--- config.mk ---
export PLATFORM = sky130hd
export DESIGN_NAME = remote_comm_flat
export DESIGN_NICKNAME = d
export VERILOG_FILES = /design/src/rtl/remote_comm_pkg.sv /design/src/rtl/remote_comm_if.sv /design/src/rtl/remote_comm_uart.sv /design/src/rtl/remote_comm.sv /design/src/flat_wrapper.sv
export SDC_FILE = /design/constraint.sdc
export NUM_CORES = 1
export LEC_CHECK = 0
export BUFFER_PORTS_ARGS = -buffer_cell sky130_fd_sc_hd__buf_4
export CORE_UTILIZATION = 30
export DETAILED_ROUTE_END_ITERATION = 10
export PLACE_DENSITY = 0.5
export SETUP_SLACK_MARGIN = 0.2
export SYNTH_ARGS = -nofsm -noshare
export SYNTH_HDL_FRONTEND = slang
export SYNTH_SLANG_ARGS = --single-unit
--- constraint.sdc ---
create_clock -name i_clk -period 2.75 [get_ports i_clk]
set_clock_uncertainty 0.05 [all_clocks]
set_input_delay 0.4125 -clock i_clk [delete_from_list [all_inputs] [get_ports i_clk]]
set_output_delay 0.4125 -clock i_clk [all_outputs]
set_load 0.005 [all_outputs]
--- src/rtl/remote_comm_pkg.sv ---
// Shared definitions for the host command link and the quadcopter-side receiver.
// Holds the command opcodes, the acknowledge byte, default baud divisor and the transmit sequencer states.
package remote_comm_pkg;

  localparam int BAUD_DIV_DFLT = 2604;
  localparam int BAUD_W        = 12;

  localparam logic [7:0] SET_PTCH  = 8'h02;
  localparam logic [7:0] SET_ROLL  = 8'h03;
  localparam logic [7:0] SET_YAW   = 8'h04;
  localparam logic [7:0] SET_THRST = 8'h05;
  localparam logic [7:0] SET_CAL   = 8'h06;
  localparam logic [7:0] SET_EMGL  = 8'h07;
  localparam logic [7:0] SET_MOFF  = 8'h08;
  localparam logic [7:0] POS_ACK   = 8'hA5;

  typedef enum logic [1:0] {
    IDLE = 2'd0,
    HIGH = 2'd1,
    MID  = 2'd2,
    LOW  = 2'd3
  } tx_seq_t;

  // 8N1 frame in shift order: start bit in bit 0, stop bit in bit 9.
  function automatic logic [9:0] frame_of(input logic [7:0] b);
    return {1'b1, b, 1'b0};
  endfunction

endpackage

--- src/rtl/remote_comm_if.sv ---
// Host-side command/response handshake bundle for remote_comm.
// master = host logic issuing commands, slave = the remote_comm block.
interface remote_comm_if;

  logic [7:0]  cmd;
  logic [15:0] data;
  logic        send_cmd;
  logic        cmd_sent;
  logic [7:0]  resp;
  logic        resp_rdy;
  logic        clr_resp_rdy;

  modport master (
    output cmd, data, send_cmd, clr_resp_rdy,
    input  cmd_sent, resp, resp_rdy
  );

  modport slave (
    input  cmd, data, send_cmd, clr_resp_rdy,
    output cmd_sent, resp, resp_rdy
  );

endinterface

--- src/rtl/remote_comm_uart.sv ---
// Full-duplex 8N1 UART: one byte per i_trmt (10*BAUD_DIV clocks, tx_done pulses after the stop bit),
// receiver loads o_rx_data and sets o_rdy at the stop-bit sample; no backpressure, trmt while busy is dropped.
module remote_comm_uart
  import remote_comm_pkg::*;
#(
  parameter int BAUD_DIV = BAUD_DIV_DFLT
) (
  input  logic       i_clk,
  input  logic       i_rst_n,
  input  logic       i_trmt,
  input  logic [7:0] i_tx_data,
  output logic       o_tx_done,
  output logic       o_tx,
  input  logic       i_rx,
  output logic       o_rdy,
  output logic [7:0] o_rx_data,
  input  logic       i_clr_rdy
);

  localparam logic [BAUD_W-1:0] BAUD_LAST = BAUD_W'(BAUD_DIV - 1);
  localparam logic [BAUD_W-1:0] HALF_LAST = BAUD_W'(BAUD_DIV / 2 - 1);

  logic              r_tx_busy;
  logic [BAUD_W-1:0] r_tx_baud;
  logic [3:0]        r_tx_bit;
  logic [9:0]        r_tx_shft;
  logic              r_tx_done;
  logic              w_tx_tick;

  assign w_tx_tick = r_tx_busy && (r_tx_baud == BAUD_LAST);

  always_ff @(posedge i_clk) begin
    if (!i_rst_n) begin
      r_tx_busy <= 1'b0;
      r_tx_baud <= '0;
      r_tx_bit  <= '0;
      r_tx_shft <= '1;
      r_tx_done <= 1'b0;
    end else begin
      r_tx_done <= 1'b0;
      if (!r_tx_busy) begin
        if (i_trmt) begin
          r_tx_busy <= 1'b1;
          r_tx_baud <= '0;
          r_tx_bit  <= '0;
          r_tx_shft <= frame_of(i_tx_data);
        end
      end else if (w_tx_tick) begin
        r_tx_baud <= '0;
        r_tx_shft <= {1'b1, r_tx_shft[9:1]};
        if (r_tx_bit == 4'd9) begin
          r_tx_busy <= 1'b0;
          r_tx_done <= 1'b1;
        end else begin
          r_tx_bit <= r_tx_bit + 4'd1;
        end
      end else begin
        r_tx_baud <= r_tx_baud + 1'b1;
      end
    end
  end

  assign o_tx      = r_tx_shft[0];
  assign o_tx_done = r_tx_done;

  logic              r_rx_meta;
  logic              r_rx_sync;
  logic              r_rx_prev;
  logic              r_rx_busy;
  logic [BAUD_W-1:0] r_rx_baud;
  logic [3:0]        r_rx_bit;
  logic [7:0]        r_rx_shft;
  logic [7:0]        r_rx_data;
  logic              r_rdy;
  logic              w_rx_start;
  logic              w_rx_tick;
  logic              w_rx_stop;

  assign w_rx_start = !r_rx_busy && r_rx_prev && !r_rx_sync;
  assign w_rx_tick  = r_rx_busy && (r_rx_baud == '0);
  assign w_rx_stop  = w_rx_tick && (r_rx_bit == 4'd9);

  // Sample 0 is the start-bit centre, samples 1..8 are data, sample 9 is the stop bit.
  always_ff @(posedge i_clk) begin
    if (!i_rst_n) begin
      r_rx_meta <= 1'b1;
      r_rx_sync <= 1'b1;
      r_rx_prev <= 1'b1;
      r_rx_busy <= 1'b0;
      r_rx_baud <= '0;
      r_rx_bit  <= '0;
      r_rx_shft <= '0;
      r_rx_data <= '0;
      r_rdy     <= 1'b0;
    end else begin
      r_rx_meta <= i_rx;
      r_rx_sync <= r_rx_meta;
      r_rx_prev <= r_rx_sync;
      if (w_rx_start) begin
        r_rx_busy <= 1'b1;
        r_rx_baud <= HALF_LAST;
        r_rx_bit  <= '0;
      end else if (w_rx_tick) begin
        r_rx_baud <= BAUD_LAST;
        r_rx_bit  <= r_rx_bit + 4'd1;
        if (r_rx_bit >= 4'd1 && r_rx_bit <= 4'd8) begin
          r_rx_shft <= {r_rx_sync, r_rx_shft[7:1]};
        end
        if (r_rx_bit == 4'd9) begin
          r_rx_busy <= 1'b0;
          r_rx_data <= r_rx_shft;
        end
      end else if (r_rx_busy) begin
        r_rx_baud <= r_rx_baud - 1'b1;
      end
      if (w_rx_stop) begin
        r_rdy <= 1'b1;
      end else if (i_clr_rdy || w_rx_start) begin
        r_rdy <= 1'b0;
      end
    end
  end

  assign o_rdy     = r_rdy;
  assign o_rx_data = r_rx_data;

endmodule

--- src/rtl/remote_comm.sv ---
// Host command master: sends cmd, data[15:8], data[7:0] as three 8N1 bytes (~30*BAUD_DIV+3 clocks),
// sticky cmd_sent on completion; send_cmd outside IDLE is dropped; response byte captured by the UART.
module remote_comm
  import remote_comm_pkg::*;
#(
  parameter int BAUD_DIV = BAUD_DIV_DFLT
) (
  input  logic          i_clk,
  input  logic          i_rst_n,
  remote_comm_if.slave  host,
  output logic          o_tx,
  input  logic          i_rx
);

  tx_seq_t     r_state;
  tx_seq_t     w_state_nxt;
  logic [15:0] r_data;
  logic        r_cmd_sent;

  logic        w_trmt;
  logic [7:0]  w_tx_data;
  logic        w_tx_done;
  logic        w_latch;
  logic        w_set_sent;
  logic        w_rdy;
  logic [7:0]  w_rx_data;

  always_comb begin
    w_state_nxt = r_state;
    w_trmt      = 1'b0;
    w_tx_data   = host.cmd;
    w_latch     = 1'b0;
    w_set_sent  = 1'b0;
    case (r_state)
      IDLE: begin
        if (host.send_cmd) begin
          w_latch     = 1'b1;
          w_trmt      = 1'b1;
          w_tx_data   = host.cmd;
          w_state_nxt = HIGH;
        end
      end
      HIGH: begin
        if (w_tx_done) begin
          w_trmt      = 1'b1;
          w_tx_data   = r_data[15:8];
          w_state_nxt = MID;
        end
      end
      MID: begin
        if (w_tx_done) begin
          w_trmt      = 1'b1;
          w_tx_data   = r_data[7:0];
          w_state_nxt = LOW;
        end
      end
      LOW: begin
        if (w_tx_done) begin
          w_set_sent  = 1'b1;
          w_state_nxt = IDLE;
        end
      end
      default: w_state_nxt = IDLE;
    endcase
  end

  // The cmd byte goes straight from the input; only data needs holding across the later bytes.
  always_ff @(posedge i_clk) begin
    if (!i_rst_n) begin
      r_state    <= IDLE;
      r_data     <= '0;
      r_cmd_sent <= 1'b0;
    end else begin
      r_state <= w_state_nxt;
      if (w_latch) begin
        r_data     <= host.data;
        r_cmd_sent <= 1'b0;
      end else if (w_set_sent) begin
        r_cmd_sent <= 1'b1;
      end
    end
  end

  remote_comm_uart #(
    .BAUD_DIV (BAUD_DIV)
  ) u_uart (
    .i_clk     (i_clk),
    .i_rst_n   (i_rst_n),
    .i_trmt    (w_trmt),
    .i_tx_data (w_tx_data),
    .o_tx_done (w_tx_done),
    .o_tx      (o_tx),
    .i_rx      (i_rx),
    .o_rdy     (w_rdy),
    .o_rx_data (w_rx_data),
    .i_clr_rdy (host.clr_resp_rdy)
  );

  assign host.cmd_sent = r_cmd_sent;
  assign host.resp     = w_rx_data;
  assign host.resp_rdy = w_rdy;

endmodule

--- src/flat_wrapper.sv ---
// flat-port wrapper written by rule: the top's interface ports become plain ports
module remote_comm_flat import remote_comm_pkg::*;
#(
  parameter int BAUD_DIV = BAUD_DIV_DFLT
)
  (i_clk, i_rst_n, o_tx, i_rx, host_cmd, host_data, host_send_cmd, host_clr_resp_rdy, host_cmd_sent, host_resp, host_resp_rdy);
  remote_comm_if host_i ();
  input  logic i_clk;
  input  logic i_rst_n;
  output logic o_tx;
  input  logic i_rx;
  input wire logic [$bits(host_i.cmd)-1:0] host_cmd;
  input wire logic [$bits(host_i.data)-1:0] host_data;
  input wire logic [$bits(host_i.send_cmd)-1:0] host_send_cmd;
  input wire logic [$bits(host_i.clr_resp_rdy)-1:0] host_clr_resp_rdy;
  output wire logic [$bits(host_i.cmd_sent)-1:0] host_cmd_sent;
  output wire logic [$bits(host_i.resp)-1:0] host_resp;
  output wire logic [$bits(host_i.resp_rdy)-1:0] host_resp_rdy;
  assign host_i.cmd = host_cmd;
  assign host_i.data = host_data;
  assign host_i.send_cmd = host_send_cmd;
  assign host_i.clr_resp_rdy = host_clr_resp_rdy;
  assign host_cmd_sent = host_i.cmd_sent;
  assign host_resp = host_i.resp;
  assign host_resp_rdy = host_i.resp_rdy;
  remote_comm #(.BAUD_DIV(BAUD_DIV)) u_core (.i_clk(i_clk), .i_rst_n(i_rst_n), .host(host_i), .o_tx(o_tx), .i_rx(i_rx));
endmodule
==> run metrics, run 1 <==
Cell variety after synth=59; most common cell after layout, fill and taps aside=dfxtp_1; Syn Inst Count=466; final hold vios=0; count of pins over their slew limit=0; startpoint types=flip-flop; grt ovf=0; outcome=complete, no violations; Non-Filler Instances=673; Reg2Reg Launch Point=u_core.r_state[0]; Clock Latency Late Sink=0.33 ns; cts repair resizes=0; final wirelength=roughly 9.5 mm; Clk pwr share=0.329; register area share after synthesis=0.429; clk sinks=83; Critical Path Fanout Max=9; via/cell ratio=~5.2; Final Power=3420 uW; r2r setup slk=0.55 ns; Max Root-Sink Buffers=2; post-layout min period=2.20 ns; Worst Max-Slew Pin Slew=about 0.83 ns; routability cong.=0.809; Fill cells=between 1k and 1.5k; final setup TNS=0 ns; EDFF count, synth=0; largest family of logic cells by synthesized area=compound AO/OA/AOI/OAI gates; Hold Path Class=in2reg; vias after detailed routing=3482; Post-Synth XOR/XNOR Area=0.0113; Worst VDD drop=~0.00041 V; syn_area_per_cell=around 8.3 um^2; final net count=539; hold-fix buffers at CTS=0; CP required=2.92 ns; hold path startpoint=i_rx; vias in the first global route=between 3k and 4k; combinational power share=0.252; Global Route Usage Sum=0.156; # setup viols final=0; Critical Path End Type=flip-flop; area delta synth->final=19.1%; portion of netlist area occupied by mux cells=0.0103; P_leak=0.00165 uW; Clock Pin Slew Worst Setup and Hold Paths=0.06 ns; Sw Ratio=0.325; Row Count=41; # placed instances=658; Place WS=0.583 ns; Inserted Clock Buffers=9; Worst slew margin=0.448; Wirelength per Cell=14.2 um; Yosys reg bits=83; hold endpoint=u_core.u_uart.r_rx_meta; CTS tree=done; root buf cell=clkbuf_16; Final Core Density=0.366; max cap viols=0; warnings from Yosys=0; M1 GR Usage=0.207; syn_nets=508; FF-to-FF End=u_core.u_uart.r_tx_shft[7]; DRT iter0 DRCs=252; core footprint=12600 um^2; Initial Util=0.307; # IOs=40; die area=13400 um^2; R2R cell count=6; first-pass GRT wire length=16.4 mm; largest net degree at the start of global routing=27; Final WS setup=approximately 0.55 ns; Die Ht=116 um; compound-cell area share of the yosys netlist=0.237; H-tree Lvls=3; ANT cells=0; Sw Pwr=1110 uW; hold path depth=2; remaining antenna violation count=0; RSZ-0062 raised after global routing=false; Post-synth top flop=dfxtp_1; TritonRoute pass-1 iters=5; GR Util met3=0.0366; share of cells above drive strength 1=0.146; HPWL Detailed=6.66 mm; final worst path period share=0.801; IO Port Bufs=39; Die X=116 um; Post-Synthesis Cell Area=3870 um^2; crit path DAT=2.37 ns; commonest cells after routing, fill and taps aside=83 x dfxtp_1, 55 x a21oi_1, 51 x nand2_1; FFs w/ async S/R, synth=0; Synth Area in Simple Gates=0.225; register share of total power=0.419; gr busiest metal=met2; Adder-Cell Fraction of Synth Area=0.0420; Setup CP Type=reg2reg; PD cells=742 nW/um^2; post-CTS setup buffers=0; initial antenna violation count=0; Peak Freq=0.454 GHz; met2 global-route usage=0.248; internal power=2310 uW; drt drc=0
==> flip-flops by register name, summed over array words and instances, names as in the netlist, 4 cells and up <==
| signal | count |
|---|---|
| u_core.u_uart.r_rx_shft | 8 |
| u_core.u_uart.r_rx_baud | 12 |
| u_core.u_uart.o_rx_data | 8 |
| u_core.u_uart.r_rx_bit | 4 |
| u_core.r_data | 16 |
| u_core.u_uart.r_tx_shft | 9 |
| u_core.u_uart.r_tx_baud | 12 |
| u_core.u_uart.r_tx_bit | 4 |
==> area by class of cell <==
cell class	count	area, um^2	share of cell area
clock buffers	11	253	0.0547
clock inverters	4	26.3	0.00569
inverters	15	56.3	0.0122
multi-input cells	339	2040	0.441
flip-flops and latches	83	1660	0.360
well taps	172	215	0.0466
repair buffers	49	368	0.0797
==> per-stage QoR <==
stage               hold slack (ns)  cell area [um^2]
global placement              0.343              4340
CTS                           0.232              4620
finish                        0.233              4620
detailed placement            0.348              4340
floorplan                     0.336              3870
global route                  0.230              4620
==> worst max-delay path, cell delays in order, from the launching register on <==
cell and delay [ns]:
dfxtp_1 0.39, inv_1 0.10, ha_1 0.36, a22oi_1 0.11, o21ai_0 0.33, o21ai_1 0.32, o311ai_0 0.42
==> power groups by stage <==
stage | Clock, uW | Sequential, uW | Combinational (uW)
final | 1130 | 1430 | 862
after global placement | 0 | 1450 | 851
after CTS | 1170 | 1430 | 864
after floorplan | 0 | 1430 | 620
after global routing | 1220 | 1460 | 979
after detailed placement | 0 | 1460 | 862
==> cells by family after synthesis <==
family / count (synthesis)
adders and majority gates: 13
AOI/OAI and AO/OA: 150
xor gates and xnor gates: 5
DFF: 83
muxes: 4
buffers and inverters: 44
and+or+nand+nor: 167
==> how the worst max path moves through the flow <==
stage | startpoint | endpoint | slack [ns] | cells past startpoint
6_report | u_core.r_state[0] | u_core.u_uart.r_tx_shft[7] | 0.55 | 6
5_1_grt | u_core.r_state[0] | u_core.u_uart.r_tx_shft[6] | 0.26 | 6
4_1_cts | u_core.r_state[1] | u_core.u_uart.r_tx_shft[7] | 0.54 | 6
3_5_place_dp | u_core.r_state[1] | u_core.u_uart.r_tx_shft[7] | 0.58 | 6
3_3_place_gp | u_core.r_state[0] | u_core.u_uart.r_tx_baud[6] | 0.66 | 7
2_1_floorplan | u_core.u_uart.r_tx_baud[7] | u_core.u_uart.r_tx_bit[3] | 0.70 | 5
==> Yosys cell counts, types with 3 or more instances <==
| cell | number | share of area |
|---|---|---|
| clkbuf_1 | 24 | 0.023 |
| nand3_1 | 25 | 0.032 |
| a311oi_1 | 4 | 0.0090 |
| nor4b_1 | 4 | 0.0090 |
| dfxtp_1 | 83 | 0.43 |
| inv_1 | 15 | 0.015 |
| a31oi_1 | 7 | 0.011 |
| mux2i_1 | 4 | 0.010 |
| a22oi_1 | 10 | 0.019 |
| or4_1 | 4 | 0.0077 |
| o21ai_0 | 38 | 0.049 |
| o311ai_0 | 9 | 0.020 |
| nand2_1 | 51 | 0.049 |
| a21oi_1 | 55 | 0.071 |
| nand4_1 | 7 | 0.011 |
| or3_1 | 8 | 0.013 |
| ha_1 | 13 | 0.042 |
| and2_1 | 3 | 0.0048 |
| xnor2_1 | 4 | 0.0090 |
| nor3_1 | 7 | 0.0090 |
| buf_1 | 3 | 0.0029 |
| a211oi_1 | 8 | 0.015 |
| nor2_1 | 26 | 0.025 |
| nor4_1 | 3 | 0.0048 |
| and3_1 | 3 | 0.0048 |
| and4_1 | 3 | 0.0068 |
| nand2b_1 | 7 | 0.011 |
==> per-layer routing <==
| metal | up-vias | wire (um) |
|---|---|---|
| met5 | - | 0 |
| met3 | 11 | 274 |
| met4 | 0 | 126 |
| met1 | 1636 | 4800 |
| met2 | 58 | 4320 |
| li1 | 1777 | - |
No activity file was read; power rests on OpenSTA's default activity.
==> run 2, diff against run 1 <==
==> constraint.sdc (replaced) <==
create_clock -name i_clk -period 2.1 [get_ports i_clk]
set_clock_uncertainty 0.05 [all_clocks]
set_input_delay 0.315 -clock i_clk [delete_from_list [all_inputs] [get_ports i_clk]]
set_output_delay 0.315 -clock i_clk [all_outputs]
set_load 0.005 [all_outputs]
==> run 2 against run 1 <==
Net effect: core utilization rose by 2.2 points; power rose by 40%; routed wire length rose by 3.9%; global-route usage rose by 0.11 points; first-iteration DRC count fell by 21%; register-to-register slack got worse by 0.45 ns; largest cell class unchanged; largest power group unchanged; highest routed layer unchanged.
==> run metrics, run 2 (synthesis results as in run 1) <==
count of pins over their slew limit=0; Final WS setup=0.101 ns; IO Port Bufs=39; Worst VDD drop=between 0.0003 and 0.0004 V; largest net degree at the start of global routing=36; grt ovf=0; combinational power share=0.286; crit path DAT=2.21 ns; ANT cells=0; hold-fix buffers at CTS=0; Top reg by flops=u_core.r_data; root buf cell=clkbuf_16; outcome=complete, no violations; Die X=116 um; drt drc=0; clk sinks=slightly above 80; core footprint=~13000 um^2; # placed instances=between 600 and 700; most common cell after layout, fill and taps aside=dfxtp_1; vias in the first global route=3368; first-pass GRT wire length=16.6 mm; CTS tree=done; PD cells=~980 nW/um^2; # setup viols final=0; Wirelength per Cell=14.3 um; H-tree Lvls=3; Sw Ratio=0.320; Sw Pwr=~1500 uW; final hold vios=0; final worst path period share=0.952; area delta synth->final=26.3%; FF/Latch Area=1680 um^2; routability cong.=0.775; area of the multi-input gates=2130 um^2; Inserted Clock Buffers=9; startpoint types=flip-flop; Max Root-Sink Buffers=2; DRT iter0 DRCs=200; via/cell ratio=5.13; Final Power=4790 uW; TritonRoute pass-1 iters=4; Global Route Usage Sum=0.157; Initial Util=0.307; Worst slew margin=0.629; Non-Filler Instances=a little under 700; Row Count=41; commonest cells after routing, fill and taps aside=74 x dfxtp_1, 63 x buf_4, 54 x a21oi_1; Die Ht=116 um; vias after detailed routing=between 3k and 4k; max cap viols=0; final net count=557; Clk pwr share=0.320; Critical Path End Type=flip-flop; Clock Latency Late Sink=0.33 ns; Clock Pin Slew Worst Setup and Hold Paths=0.06 ns; share of cells above drive strength 1=0.215; Largest register FFs=16; Fill cells=roughly 1.3k; P_leak=around 0.0018 uW; Hold Path Class=in2reg; biggest regs=u_core.r_data: 16 flops, u_core.u_uart.r_rx_baud: 12 flops, u_core.u_uart.r_tx_baud: 12 flops; final setup TNS=0 ns; internal power=3250 uW; register share of total power=0.394; Worst Max-Slew Pin Slew=0.555 ns; HPWL Detailed=6.77 mm; Setup CP Type=reg2reg; initial antenna violation count=0; Place WS=approximately 0.016 ns; RSZ-0062 raised after global routing=true; Final Core Density=0.388; Critical Path Fanout Max=5; # IOs=40; remaining antenna violation count=0; die area=13400 um^2; post-layout min period=between 1.5 and 2 ns; final wirelength=9.89 mm; CP required=2.31 ns; Peak Freq=0.500 GHz
run 2: changes by cell type in the layout (fill, tap and decap cells not counted), moves of 3 or more:
cell,before,now
buf_4,49,63
buf_6,0,3
clkbuf_1,0,3
dfxtp_1,83,74
dfxtp_2,0,8
ha_1,13,10
o21ai_0,38,35
run 2: layout make-up:
class                      count  area share
tap                          172      0.0440
multi-input combinational    339       0.436
sequential                    83       0.342
clock buffer                  12      0.0483
timing repair buffer          67       0.108
clock inverter                 4      0.0105
inverter                      15      0.0115
run 2: power groups by stage:
| stage | Sequential, uW | Clock (uW) | Combinational, uW |
|---|---|---|---|
| after CTS | 1880 | 1590 | 1310 |
| after detailed placement | 1910 | 0 | 1270 |
| after global placement | 1900 | 0 | 1260 |
| after global routing | 1910 | 1650 | 1520 |
| after floorplan | 1880 | 0 | 821 |
| final | 1890 | 1530 | 1370 |
run 2: path summary, 6_finish.rpt:
kind / start / end / slack (ns) / depth (start not counted)
max: u_core.u_uart.r_rx_baud[0] / u_core.u_uart.r_rx_baud[8] / 0.10 / 6
min: i_rx / u_core.u_uart.r_rx_meta / 0.15 / 2
max reg2reg: u_core.u_uart.r_rx_baud[0] / u_core.u_uart.r_rx_baud[8] / 0.10 / 6
min reg2reg: u_core.u_uart.r_rx_meta / u_core.u_uart.r_rx_sync / 0.37 / 1
run 2: stage by stage:
step / cell area, um^2 / hold WS [ns]
final: 4900 / 0.147
after global routing: 4900 / 0.148
after CTS: 4810 / 0.139
after detailed placement: 4450 / 0.348
after global placement: 4450 / 0.347
after floorplan: 3890 / 0.336
run 2: worst max-delay path: stages (launching register included):
cell	delay [ns]
dfxtp_2	0.32
inv_2	0.06
ha_4	0.14
or4b_4	0.47
or4_4	0.42
or3_1	0.31
a31oi_1	0.15
run 2: routing by layer:
metal	global-route usage	wire, um	vias to the layer above
met5	0	0	-
met4	0.0462	102	0
met3	0.0356	289	9
met2	0.246	4510	52
met1	0.215	4990	1672
li1	-	-	1815
run 2: repair_timing:
action / CTS / global route
pin swaps: 1 / 5
setup endpoints to repair: 16 / 48
gates cloned: 0 / 1
gates resized for setup: 16 / 17
setup buffers: 3 / 2
